`src/rtl/i2c_target.sv`:
```
// I2C target protocol engine for the PID gain register file.
// Turns SCL/SDA bus traffic into register pointer updates, single-cycle
// write strobes and zero-padded read bytes. SDA is open-drain: sda_oe=1
// pulls the line low.
module i2c_target #(
  parameter logic [6:0] DEV_ADDR = 7'h42,
  parameter int         DATA_W   = 6
) (
  input  logic              clk,
  input  logic              rst_n,
  input  logic              ena,
  input  logic              scl,
  input  logic              sda_in,
  output logic              sda_oe,
  output logic [7:0]        reg_addr,
  output logic [DATA_W-1:0] wr_data,
  output logic              wr_en,
  input  logic [DATA_W-1:0] read_value,
  output logic              busy
);

  typedef enum logic [3:0] {
    S_IDLE, S_DEV_ADDR, S_ACK_DEV, S_REG_PTR, S_ACK_PTR,
    S_WR_DATA, S_ACK_WR, S_RD_DATA, S_RD_ACK, S_IGNORE
  } state_t;

  state_t              state_reg, state_next;
  logic [2:0]          scl_sync_reg, sda_sync_reg;
  logic [3:0]          bit_cnt_reg, bit_cnt_next;
  logic [7:0]          shift_reg, shift_next;
  logic                sda_oe_reg, sda_oe_next;
  logic [7:0]          reg_addr_reg, reg_addr_next;
  logic [DATA_W-1:0]   wr_data_reg, wr_data_next;
  logic                wr_en_reg, wr_en_next;
  logic                busy_reg, busy_next;
  logic                inc_reg, inc_next;

  // Bus events from the synchronized pins; index 1 is current, 2 is previous.
  logic       scl_high, scl_rise, scl_fall, start_det, stop_det, sda_bit;
  logic [7:0] rd_byte;

  assign scl_high  = scl_sync_reg[1] & scl_sync_reg[2];
  assign scl_rise  = scl_sync_reg[1] & ~scl_sync_reg[2];
  assign scl_fall  = ~scl_sync_reg[1] & scl_sync_reg[2];
  assign start_det = scl_high & sda_sync_reg[2] & ~sda_sync_reg[1];
  assign stop_det  = scl_high & ~sda_sync_reg[2] & sda_sync_reg[1];
  assign sda_bit   = sda_sync_reg[1];
  assign rd_byte   = 8'(read_value);

  assign sda_oe   = sda_oe_reg;
  assign reg_addr = reg_addr_reg;
  assign wr_data  = wr_data_reg;
  assign wr_en    = wr_en_reg;
  assign busy     = busy_reg;

  // Pin synchronizers (2 flops + 1 for edge detection); idle bus is high.
  always_ff @(posedge clk or negedge rst_n) begin
    if (!rst_n) begin
      scl_sync_reg <= 3'b111;
      sda_sync_reg <= 3'b111;
    end else begin
      scl_sync_reg <= {scl_sync_reg[1:0], scl};
      sda_sync_reg <= {sda_sync_reg[1:0], sda_in};
    end
  end

  // State and output registers.
  always_ff @(posedge clk or negedge rst_n) begin
    if (!rst_n) begin
      state_reg    <= S_IDLE;
      bit_cnt_reg  <= 4'd0;
      shift_reg    <= 8'd0;
      sda_oe_reg   <= 1'b0;
      reg_addr_reg <= 8'd0;
      wr_data_reg  <= '0;
      wr_en_reg    <= 1'b0;
      busy_reg     <= 1'b0;
      inc_reg      <= 1'b0;
    end else begin
      state_reg    <= state_next;
      bit_cnt_reg  <= bit_cnt_next;
      shift_reg    <= shift_next;
      sda_oe_reg   <= sda_oe_next;
      reg_addr_reg <= reg_addr_next;
      wr_data_reg  <= wr_data_next;
      wr_en_reg    <= wr_en_next;
      busy_reg     <= busy_next;
      inc_reg      <= inc_next;
    end
  end

  // Next-state logic: STOP/disable first, then START, then per-state bit handling.
  always_comb begin
    state_next    = state_reg;
    bit_cnt_next  = bit_cnt_reg;
    shift_next    = shift_reg;
    sda_oe_next   = sda_oe_reg;
    reg_addr_next = inc_reg ? reg_addr_reg + 8'd1 : reg_addr_reg;
    wr_data_next  = wr_data_reg;
    wr_en_next    = 1'b0;
    busy_next     = busy_reg;
    inc_next      = 1'b0;

    if (!ena || stop_det) begin
      state_next   = S_IDLE;
      sda_oe_next  = 1'b0;
      busy_next    = 1'b0;
      bit_cnt_next = 4'd0;
    end else if (start_det) begin
      state_next   = S_DEV_ADDR;
      bit_cnt_next = 4'd0;
      sda_oe_next  = 1'b0;
    end else begin
      case (state_reg)
        S_DEV_ADDR: begin
          if (scl_rise && bit_cnt_reg < 4'd8) begin
            shift_next   = {shift_reg[6:0], sda_bit};
            bit_cnt_next = bit_cnt_reg + 4'd1;
          end else if (scl_fall && bit_cnt_reg == 4'd8) begin
            if (shift_reg[7:1] == DEV_ADDR) begin
              sda_oe_next = 1'b1;
              busy_next   = 1'b1;
              state_next  = S_ACK_DEV;
            end else begin
              busy_next   = 1'b0;
              state_next  = S_IGNORE;
            end
          end
        end
        S_ACK_DEV: begin
          if (scl_fall) begin
            if (!shift_reg[0]) begin
              sda_oe_next  = 1'b0;
              bit_cnt_next = 4'd0;
              state_next   = S_REG_PTR;
            end else begin
              // First read byte: MSB goes out on the fall ending the ACK.
              shift_next   = rd_byte;
              sda_oe_next  = ~rd_byte[7];
              bit_cnt_next = 4'd1;
              state_next   = S_RD_DATA;
            end
          end
        end
        S_REG_PTR: begin
          if (scl_rise && bit_cnt_reg < 4'd8) begin
            shift_next   = {shift_reg[6:0], sda_bit};
            bit_cnt_next = bit_cnt_reg + 4'd1;
            if (bit_cnt_reg == 4'd7) reg_addr_next = {shift_reg[6:0], sda_bit};
          end else if (scl_fall && bit_cnt_reg == 4'd8) begin
            sda_oe_next = 1'b1;
            state_next  = S_ACK_PTR;
          end
        end
        S_ACK_PTR, S_ACK_WR: begin
          if (scl_fall) begin
            sda_oe_next  = 1'b0;
            bit_cnt_next = 4'd0;
            state_next   = S_WR_DATA;
          end
        end
        S_WR_DATA: begin
          if (scl_rise && bit_cnt_reg < 4'd8) begin
            shift_next   = {shift_reg[6:0], sda_bit};
            bit_cnt_next = bit_cnt_reg + 4'd1;
          end else if (scl_fall && bit_cnt_reg == 4'd8) begin
            // Strobe now; pointer advances one clk later via inc_reg.
            wr_data_next = shift_reg[DATA_W-1:0];
            wr_en_next   = 1'b1;
            inc_next     = 1'b1;
            sda_oe_next  = 1'b1;
            state_next   = S_ACK_WR;
          end
        end
        S_RD_DATA: begin
          if (scl_fall) begin
            if (bit_cnt_reg < 4'd8) begin
              shift_next   = {shift_reg[6:0], 1'b0};
              sda_oe_next  = ~shift_reg[6];
              bit_cnt_next = bit_cnt_reg + 4'd1;
            end else begin
              sda_oe_next  = 1'b0;
              bit_cnt_next = 4'd0;
              state_next   = S_RD_ACK;
            end
          end
        end
        S_RD_ACK: begin
          // bit_cnt 0: waiting for master's ACK bit; 1: ACK seen, reload on fall.
          if (scl_rise && bit_cnt_reg == 4'd0) begin
            reg_addr_next = reg_addr_reg + 8'd1;
            if (!sda_bit) begin
              bit_cnt_next = 4'd1;
            end else begin
              sda_oe_next = 1'b0;
              busy_next   = 1'b0;
              state_next  = S_IGNORE;
            end
          end else if (scl_fall && bit_cnt_reg == 4'd1) begin
            shift_next   = rd_byte;
            sda_oe_next  = ~rd_byte[7];
            state_next   = S_RD_DATA;
          end
        end
        default: ;
      endcase
    end
  end

endmodule

```
`config.mk`:
```
export PLATFORM = sky130hd
export DESIGN_NAME = i2c_target
export DESIGN_NICKNAME = d
export VERILOG_FILES = /design/src/rtl/i2c_target.sv
export SDC_FILE = /design/constraint.sdc
export NUM_CORES = 1
export LEC_CHECK = 0
export ABC_CLOCK_PERIOD_IN_PS = 2600
export CELL_PAD_IN_SITES_DETAIL_PLACEMENT = 1
export CELL_PAD_IN_SITES_GLOBAL_PLACEMENT = 1
export CORE_MARGIN = 5
export CORE_UTILIZATION = 44
export CTS_CLUSTER_SIZE = 14
export DETAILED_ROUTE_END_ITERATION = 10
export PLACE_DENSITY = 0.84
export SLEW_MARGIN = 20
export SYNTH_ARGS = -nofsm -noshare
export SYNTH_HDL_FRONTEND = slang
export SYNTH_SLANG_ARGS = --single-unit
```
`constraint.sdc`:
```
create_clock -name clk -period 2.6 [get_ports clk]
set_clock_uncertainty 0.05 [all_clocks]
set_input_delay 0.78 -clock clk [delete_from_list [all_inputs] [get_ports clk]]
set_output_delay 0.78 -clock clk [all_outputs]
set_load 0.03 [all_outputs]
```
## Word-level counts from Yosys, hierarchy flattened

Index checks and enable logic that the tools add are counted.

- Register bits after elaboration: 39
- Output and inout port bits: 17
- Word-level logic and storage cells: 165

- $add $sub $neg: 2
- $lt $le $gt $ge: 1
- Equal/unequal tests: 42
- Multiplexer cells: 72
- Bitwise logic cells: 15
- Reduce and logical (&&, ||, !) cells: 22

Operator list:

| cell | count |
|---|---|
| $mux W8 | 13 |
| $mux W4 | 25 |
| $ne A4 B4 Y1 const B | 14 |
| $pmux W8 S4 | 1 |
| $pmux W4 S7 | 1 |
| $mux W1 | 27 |
| $eq A4 B3 Y1 const B | 5 |
| $pmux W4 S5 | 1 |
| $pmux W8 S2 | 1 |
| $reduce_and A13 Y1 | 1 |
| $ne A2 B2 Y1 const B | 6 |
| $ne A3 B3 Y1 const B | 4 |
| $reduce_and A11 Y1 | 1 |
| $ne A5 B5 Y1 const B | 2 |
| $reduce_and A10 Y1 | 1 |
| $reduce_and A9 Y1 | 1 |
| $reduce_bool A9 Y1 | 1 |
| $add A8 B1 Y8 const B | 1 |
| $eq A4 B1 Y1 const B | 2 |
| $eq A4 B2 Y1 const B | 2 |
| $eq A4 B4 Y1 const B | 2 |
| $ne A4 B1 Y1 const B | 2 |
| $not A1 Y1 | 8 |
| $reduce_bool A8 Y1 | 1 |
| other kinds (20) | 31 |

## Logic depth before layout (Yosys ltp)

- Depth in word-level cells: 8
- Depth in mapped cells: 9

## Worst setup path before layout

OpenSTA, ideal clock, no wires.

- Path kind: register to register
- Start point: register sda_sync_reg[1]
- End point: register shift_reg[1]
- Data arrival time: 2.025 ns
- Required time: 2.425 ns
- Setup slack: 0.400 ns
- Stages on the path, launching flop included: 8
- Cell sequence: dfstp_2 > clkbuf_1 > o211ai_2 > a31o_2 > a21oi_1 > o21a_1 > buf_2 > mux2_2

- Longest elaborated chain between the ends: 4
- Elaborated cells on any way between the ends: 7

RTL lines:

| what | RTL line | source |
|---|---|---|
| from (decl) | 28 | `logic [2:0] scl_sync_reg, sda_sync_reg;` |
| from (signal assigned) | 63 | `sda_sync_reg <= {sda_sync_reg[1:0], sda_in};` |
| $and A1 B1 Y1 or $not A1 Y1 (tied branches) | 46, 45 |  |
| $logic_or A1 B1 Y1 or $and A1 B1 Y1 (tied branches) | 104, 45 |  |
| $not A1 Y1 (no line) | - |  |
| $reduce_and A10 Y1 (no line) * | - |  |
| to (signal assigned) | 82 | `shift_reg <= shift_next;` |
| to (decl) | 30 | `logic [7:0] shift_reg, shift_next;` |

Every way passes the cells marked *; elsewhere a longest branch is shown, timed or not.
A chain may end at the register's enable or synchronous reset.

## Worst setup path in the final report

- Start point: register state_reg[0]
- End point: register shift_reg[1]

- Longest elaborated chain between the ends: 4
- Elaborated cells on any way between the ends: 17

RTL lines:

| what | RTL line | source |
|---|---|---|
| from (decl) | 27 | `state_t state_reg, state_next;` |
| from (signal assigned) | 80 | `state_reg <= state_next;` |
| $eq A4 B3 Y1 (tied with other cells) | 114 | `case (state_reg)` |
| $reduce_or A3 Y1 (no line) | - |  |
| $ne A2 B1 Y1 (no line) or $reduce_bool A4 Y1 (tied branches) | - |  |
| $reduce_and A10 Y1 (no line) | - |  |

Parallel ways exist; a longest one is shown, timed or not.

==> results.rst <==
.. list-table::
   :header-rows: 1

   * - Metric
     - Value
   * - Kind of path behind the tightest hold check
     - reg -> reg
   * - Final global-route overflow total
     - 0
   * - Max-slew violation total from the final report
     - 0
   * - Die height
     - 86.43 um
   * - Sum of net half-perimeters after detailed placement
     - 5637 um
   * - # resized after CTS
     - 0
   * - Met1 usage in global routing
     - 0.2934
   * - DR WL/cell
     - 19.57 um
   * - Number of hold buffers added after CTS
     - 0
   * - Worst hold-check slack
     - between 0.3 and 0.4 ns
   * - Final setup slack of the worst path
     - 0.1567 ns
   * - Static leakage power
     - about 1.3 nW
   * - Port bufs
     - 27
   * - Total net switching power
     - 0.4720 mW
   * - Synthesized-area fraction occupied by and/or/nand/nor cells
     - 0.2016
   * - Multiplexer share of the synthesized area
     - 0.06426
   * - Ordered cell list for the critical path
     - buf_4 -> nor3_1 -> nand2_1 -> a31o_2 -> a21oi_1 -> o21a_2 -> mux2_2
   * - Filler cell count
     - roughly 700
   * - Placeable core region
     - between 5000 and 6000 um^2
   * - Count of endpoints failing hold in the final timing report
     - 0
   * - Yosys reg bits
     - 39
   * - Worst max-slew margin expressed relative to the limit
     - 0.5266
   * - Top FF cell, synth
     - sky130_fd_sc_hd__dfrtp_1
   * - Number of enable-type register cells in the synthesized netlist
     - 0
   * - Crit end category
     - register
   * - Biggest fanout along the worst timing path
     - 7
   * - Async SR Flop Fraction
     - 1.000
   * - CTS root buffer
     - sky130_fd_sc_hd__clkbuf_8
   * - Shortest clock period the worst path allows after layout
     - 2.443 ns
   * - Cell Int Power
     - between 0.9 and 1 mW
   * - Core utilization of the finished layout
     - 0.5607
   * - Number of cell rows
     - 27
   * - Share of final-layout standard cells stronger than drive strength 1
     - 0.2006
   * - TritonCTS Buffers
     - 5
   * - Xor-xnor portion of the synthesized cell area
     - 0.05112
   * - GRT Resource Usage Total
     - 0.2197
   * - Post-synth design cell area
     - around 2600 um^2
   * - Main combinational cell family by area after synthesis
     - compound AO/OA/AOI/OAI gates
   * - Vias per Instance
     - between 6 and 7
   * - Initial antenna violation count
     - 0
   * - Die area
     - roughly 7500 um^2
   * - Global Route met2 Usage
     - 0.3700
   * - Combinational power share
     - 0.184
   * - Post-synthesis compound-gate area fraction
     - 0.2249
   * - Largest net degree at the start of global routing
     - 40
   * - Critical-path cell with the highest stage delay
     - sky130_fd_sc_hd__dfrtp_1
   * - Post-synthesis share of cell area spent on full adders, half adders and majority gates
     - 0.02872
   * - Cell area reported after detailed placement
     - ~3100 um^2
   * - Most used routing layer
     - met2
   * - Crit start category
     - register
   * - Register area share after synthesis
     - 0.3827
   * - Sequential Power Share
     - 0.533
   * - Crit path arrival time
     - 2.57 ns
   * - Gate Count Post-Synth
     - 278
   * - Die X
     - 86.43 um
   * - Critical path class
     - reg -> reg
   * - Global Route met3 Usage
     - 0.03137
   * - Routability-driven placement congestion ratio
     - between 0.8 and 0.9
   * - Net count of the finished layout
     - 339
   * - Drt drc
     - 0
   * - Number of max-capacitance violations reported
     - 0
   * - Via count of the first global-routing pass
     - 2,603
   * - Peak ir drop on the vdd network
     - 420.1 uV
   * - Tcrit/Tclk final
     - 0.9397
   * - Total chip power
     - roughly 1.5 mW
   * - Status
     - finished, final reports clean
   * - Setup repair after global routing missed its margin
     - no
   * - Avg Synthesized Cell Area
     - 9.244 um^2
   * - Power Density
     - 464.9 nW/um^2
   * - Clock insertion delay at the later pin of the skew report
     - 0.29 ns
   * - Tightest Pin Transition
     - 0.7027 ns
   * - Distinct cells, synth
     - slightly above 60
   * - Setup Buffers After CTS
     - 0
   * - Fraction of power spent switching nets
     - 0.3229
   * - Global-route wire length before repair
     - 12,930 um
   * - Fmax
     - 409.3 MHz
   * - Clock-pin slew on the worst setup and hold paths
     - ~0.080 ns
   * - DRC violation total after the first TritonRoute iteration
     - 169
   * - Deepest clock path buffer count
     - 2
   * - Synthesized Nets
     - around 290
   * - Level count of the clock H-tree
     - 2
   * - Critical Path Max Stage Delay
     - 0.51 ns
   * - Post-route cell area
     - 3144 um^2
   * - Clk sinks
     - 39
   * - Detailed Routing Iterations Pass 1
     - 4
   * - Initial Util
     - 0.4583
   * - Endpoints failing setup
     - 0
   * - Number of warnings printed during yosys synthesis
     - 0
   * - Post-detailed-routing wire length
     - 7749 um
   * - Final antenna-violating net count
     - 0
   * - IO Count
     - 28
   * - Required time of the worst setup path
     - 2.73 ns
   * - Antenna diode instance count
     - 0
   * - Clock tree from TritonCTS
     - built
   * - Worst slack, placed
     - -0.1547 ns
   * - Overall via count from detail_route
     - ~2,500
   * - Clk network pwr share
     - 0.283
   * - Area delta synth->final
     - 22.35%
## critical path, delay by kind of cell, from the launching register on
kind | cells | cell delay [ns]
simple gates | 2 | 0.44
compound gates | 3 | 0.76
buf+inv | 1 | 0.21
flops | 1 | 0.51
mux | 1 | 0.36
## worst paths after layout
path,startpoint,to,slack (ns),cells after the start
setup / recovery,state_reg[0],shift_reg[1],0.16,7
hold / removal,sda_sync_reg[0],sda_sync_reg[1],0.31,0
setup reg to reg,state_reg[0],shift_reg[1],0.16,7
hold reg to reg,sda_sync_reg[0],sda_sync_reg[1],0.31,0
max in group asynchronous,rst_n,scl_sync_reg[2],1.65,2
min in group asynchronous,rst_n,busy,0.48,2
## stage by stage
| step | cells | setup TNS, ns |
|---|---|---|
| 2_1_floorplan | 278 | 0 |
| 3_3_place_gp | 388 | -0.6294 |
| 3_5_place_dp | 388 | -1.045 |
| 4_1_cts | 396 | 0 |
| 5_1_grt | 396 | 0 |
| 6_report | 396 | 0 |
## cell usage after synthesis, drive strengths merged, types with 3 or more instances
master / instances / share of area
o21ai: 17 / 0.033
nand2b: 3 / 0.0073
xor2: 8 / 0.027
nand3: 10 / 0.019
nand2: 33 / 0.048
and3: 4 / 0.0097
a222oi: 4 / 0.016
nand4: 3 / 0.0097
a22o: 6 / 0.020
dfstp: 6 / 0.061
mux2i: 3 / 0.012
a22oi: 6 / 0.018
ha: 5 / 0.024
o22ai: 8 / 0.019
mux2: 12 / 0.053
nor3: 4 / 0.0078
clkbuf: 7 / 0.010
xnor2: 7 / 0.024
nor2b: 5 / 0.012
a21oi: 12 / 0.023
nor2: 19 / 0.028
buf: 9 / 0.022
o221ai: 3 / 0.010
dfrtp: 33 / 0.32
inv: 10 / 0.015
o21a: 3 / 0.0088
## final cells by class
cell class                 count  area (um^2)  area share
clock buffer                   6        72.57     0.02308
clock inverter                 2        12.51    0.003979
inverter                      10        37.54     0.01194
multi-input combinational    213         1468      0.4668
sequential                    39        983.4      0.3128
tap                           72        90.09     0.02865
timing repair buffer          54        480.5      0.1528
## kinds of logic after synthesis
kind of cell	Yosys count
muxes	15
adders and majority gates	6
AOI/OAI and AO/OA	81
DFF	39
xor gates and xnor gates	15
buffers and inverters	26
and+or+nand+nor	96
## per-layer routing
layer | up-vias | part of all wire
li1 | 1120 | -
met1 | 1248 | 0.45
met2 | 71 | 0.49
met3 | 16 | 0.042
met4 | 0 | 0.019
met5 | - | 0
## layout by cell type, fill, tap and decap left out, types with 3 or more instances in the layout
cell type | synthesis | routed
sky130_fd_sc_hd__buf_4 | 0 | 26
sky130_fd_sc_hd__ha_1 | 5 | 5
sky130_fd_sc_hd__dfstp_2 | 6 | 6
sky130_fd_sc_hd__nor2_1 | 19 | 19
sky130_fd_sc_hd__nand2_1 | 33 | 33
sky130_fd_sc_hd__a22oi_1 | 6 | 6
sky130_fd_sc_hd__inv_1 | 9 | 9
sky130_fd_sc_hd__nand2b_1 | 3 | 3
sky130_fd_sc_hd__and3_1 | 4 | 4
sky130_fd_sc_hd__nand3_1 | 10 | 10
sky130_fd_sc_hd__a22o_1 | 6 | 6
sky130_fd_sc_hd__a222oi_1 | 4 | 4
sky130_fd_sc_hd__dfrtp_1 | 33 | 33
sky130_fd_sc_hd__o221ai_1 | 3 | 3
sky130_fd_sc_hd__xnor2_1 | 7 | 7
sky130_fd_sc_hd__xor2_1 | 8 | 8
sky130_fd_sc_hd__clkbuf_8 | 0 | 5
sky130_fd_sc_hd__o22ai_1 | 8 | 8
sky130_fd_sc_hd__clkdlybuf4s50_1 | 0 | 26
sky130_fd_sc_hd__a21oi_1 | 12 | 12
sky130_fd_sc_hd__mux2i_1 | 3 | 3
sky130_fd_sc_hd__nor2b_1 | 5 | 5
sky130_fd_sc_hd__nor3_1 | 4 | 4
sky130_fd_sc_hd__o21ai_0 | 17 | 17
sky130_fd_sc_hd__mux2_2 | 12 | 12
## power groups by stage
stage	clock network (mW)	logic [mW]	registers [mW]
after floorplan	0	0.180	0.732
after global placement	0	0.253	0.773
after detailed placement	0	0.266	0.781
after CTS	0.423	0.270	0.771
after global routing	0.461	0.298	0.782
final	0.414	0.269	0.778
No activity file was read; power rests on OpenSTA's default activity.
==> RTL change (same settings) <==
Put one more register stage on the output `busy`, cleared by the reset. The value now appears one clock later. The other outputs are not delayed to match.
--- a/src/rtl/i2c_target.sv
+++ b/src/rtl/i2c_target.sv
@@ -51,7 +51,13 @@
   assign reg_addr = reg_addr_reg;
   assign wr_data  = wr_data_reg;
   assign wr_en    = wr_en_reg;
-  assign busy     = busy_reg;
+  always_ff @(posedge clk or negedge rst_n) begin
+    if (!rst_n) begin
+      busy <= '0;
+    end else begin
+      busy <= busy_reg;
+    end
+  end
 
   // Pin synchronizers (2 flops + 1 for edge detection); idle bus is high.
   always_ff @(posedge clk or negedge rst_n) begin
Formal check against the unedited RTL: same outputs for any inputs over 10 cycles, from zero or initial values and one cycle with rst_n low; that may be too few to reach the edited logic, so the function may still have changed.
==> RTL change against the original RTL <==
  * Synthesized cell count decreased by 4.3%
  * Hold slack gained 0.0041 ns
  * Design area grew 0.52%
  * Register-to-register slack better by 0.09 ns
  * Worst setup slack better by 0.072 ns
  * Die area increased by 0.56%
  * Routed wire length decreased by 0.63%
  * Synthesized area is 0.63% higher
  * Sequential cell count up 1
  * Critical endpoint is now wr_data[2]
  * Highest routed layer unchanged
Power is not compared: it rests on default switching activity, and its combinational part moved more than twofold at a synthesized area within 25%.
==> RTL change: results (changes against the original RTL) <==
| Metric | Value |
|---|---|
| Outcome | finished, final reports clean |
| Worst r2r dst | state_reg[3] |
| Synth Area in Compound Gates | 19.8% (-2.7 points) |
| Wire per inst | 20.1 um (+2.7%) |
| Most instantiated cells after synthesis | 34 x dfrtp_1, 29 x nand2_1, 15 x nor2_1 |
| All-layer global routing usage | 21.8% (-0.15 points) |
| Top post-synthesis cells by area | dfrtp_1 33%, dfstp_2 6.1%, nand2_1 4.2% |
| Netlist cell types | 62 (unchanged) |
| Vias per inst | 5.96 (-3.8%) |
| # port buffers | 27 (unchanged) |
| Total Nets Final | 323 (-4.7%) |
| Register area share after synthesis | 39.0% (+0.73 points) |
| Post-Synth Adder-Cell Area | 2.81% (-0.066 points) |
| Syn_nets | 282 (-4.1%) |
| Hold endpoint | scl_sync_reg[1] |
| Register-to-Register Path Depth | 6 (-1) |
| Xor/xnor share of the synthesized area | 4.74% (-0.37 points) |
| DR iter-0 viols | 133 (-21%) |
| First-pass DRT Iterations | 5 (+1) |
| Hold Path Cell Cnt | 0 (unchanged) |
| CP peak stage delay | around 0.5 ns |
| WHS | 0.313 ns (+0.00413 ns) |
| Leakage power | between 1 and 1.5 nW |
| CTS max path bufs | 2 (unchanged) |
| Internal power | between 1.5 and 2 mW |
| CP Data Arrival Time | 2.50 ns (-0.07 ns) |
| Slew @ Worst Pin | 0.658 ns (-0.0446 ns) |
| First-pass GRT wire length | 12.7 mm (-1.7%) |
| Placer Congestion | 0.958 (+6.5%) |
| R2R Path Start | state_reg[2] |
| Area after DPL | 3030 um2 (-0.98%) |
| Total Wirelength | 7.70 mm (-0.63%) |
| Root Driver | clkbuf_8 |
| Register-to-register setup slack | 0.25 ns (+0.09 ns) |
| Vias in the first global route | 2386 (-8.3%) |
| DP HPWL | 5.94 mm (+5.4%) |
| Mapped Avg Cell Area | 9.72 um2 (+5.2%) |
| Share of layout cells above drive strength 1 | 20.5% (+0.39 points) |
| Placed Instances | 375 (-3.4%) |
| Min-delay worst type | register to register |
| CTS Buf Count | 5 (unchanged) |
| HP Start | scl_sync_reg[0] |
| Mux cell area share after synthesis | 9.34% (+2.9 points) |
| Largest net degree at the start of global routing | 41 (+2.5%) |
| Pre-CTS WS | -0.0561 ns (+0.0986 ns) |
| Post-CTS resize count | 0 (unchanged) |
| CP max stage cell | clkdlybuf4s50_1 |
| Max VDD drop | roughly 0.46 mV |
| EDFF count, synth | 0 (unchanged) |
| Clk slew on worst S/H paths | 0.08 ns (about the same) |
[RTL change: cell count changes after synthesis, moves of 3 or more]
cell / delta
o21ai_0: -7
mux2_4: +6
nor3_1: +6
mux2_2: -5
nand2_1: -4
nor2_1: -4
a22oi_1: +3
[RTL change: layer usage]
layer  track usage, %  vias to the layer above  part of all wire (%)
li1                 -                     1055                     -
met1             29.8                     1162                    45
met2             35.3                       57                    49
met3             4.47                       10                   5.0
met4             5.52                        0                   1.3
met5                0                        -                     0
[RTL change: area by class of cell]
cell class / instances / area, um2
Clock buffer: 6 / 72.6
Tap cell: 75 / 93.8
Multi-Input combinational cell: 203 / 1460
Timing Repair Buffer: 47 / 428
Inverter: 10 / 37.5
Sequential cell: 40 / 1010
Fill cell: 674 / 2660
Clock inverter: 2 / 60.1
[RTL change: worst max-delay path by stage]
stage	start	endpoint	slack, ns	cells after the start
6_report	ena	wr_data[2]	0.23	6
5_1_grt	state_reg[2]	sda_oe	0.14	6
4_1_cts	ena	wr_data[2]	0.23	6
3_5_place_dp	ena	wr_data[2]	-0.06	6
3_3_place_gp	ena	wr_data[5]	0.07	6
2_1_floorplan	scl_sync_reg[1]	shift_reg[1]	0.50	5
[RTL change: power groups by stage]
stage / combinational [mW] / clock (mW) / sequential (mW)
final: 1.85 / 0.609 / 1.04
after global routing: 1.99 / 0.660 / 1.06
after CTS: 1.84 / 0.618 / 1.03
after detailed placement: 1.83 / 0 / 1.04
after global placement: 1.76 / 0 / 1.03
after floorplan: 1.23 / 0 / 1.03
[RTL change: worst max-delay path: cells and delay by family]
| family | cells | cell delay (ns) |
|---|---|---|
| buffers and inverters | 2 | 0.70 |
| and+or+nand+nor | 2 | 0.40 |
| muxes | 1 | 0.35 |
| AOI/OAI and AO/OA | 1 | 0.26 |
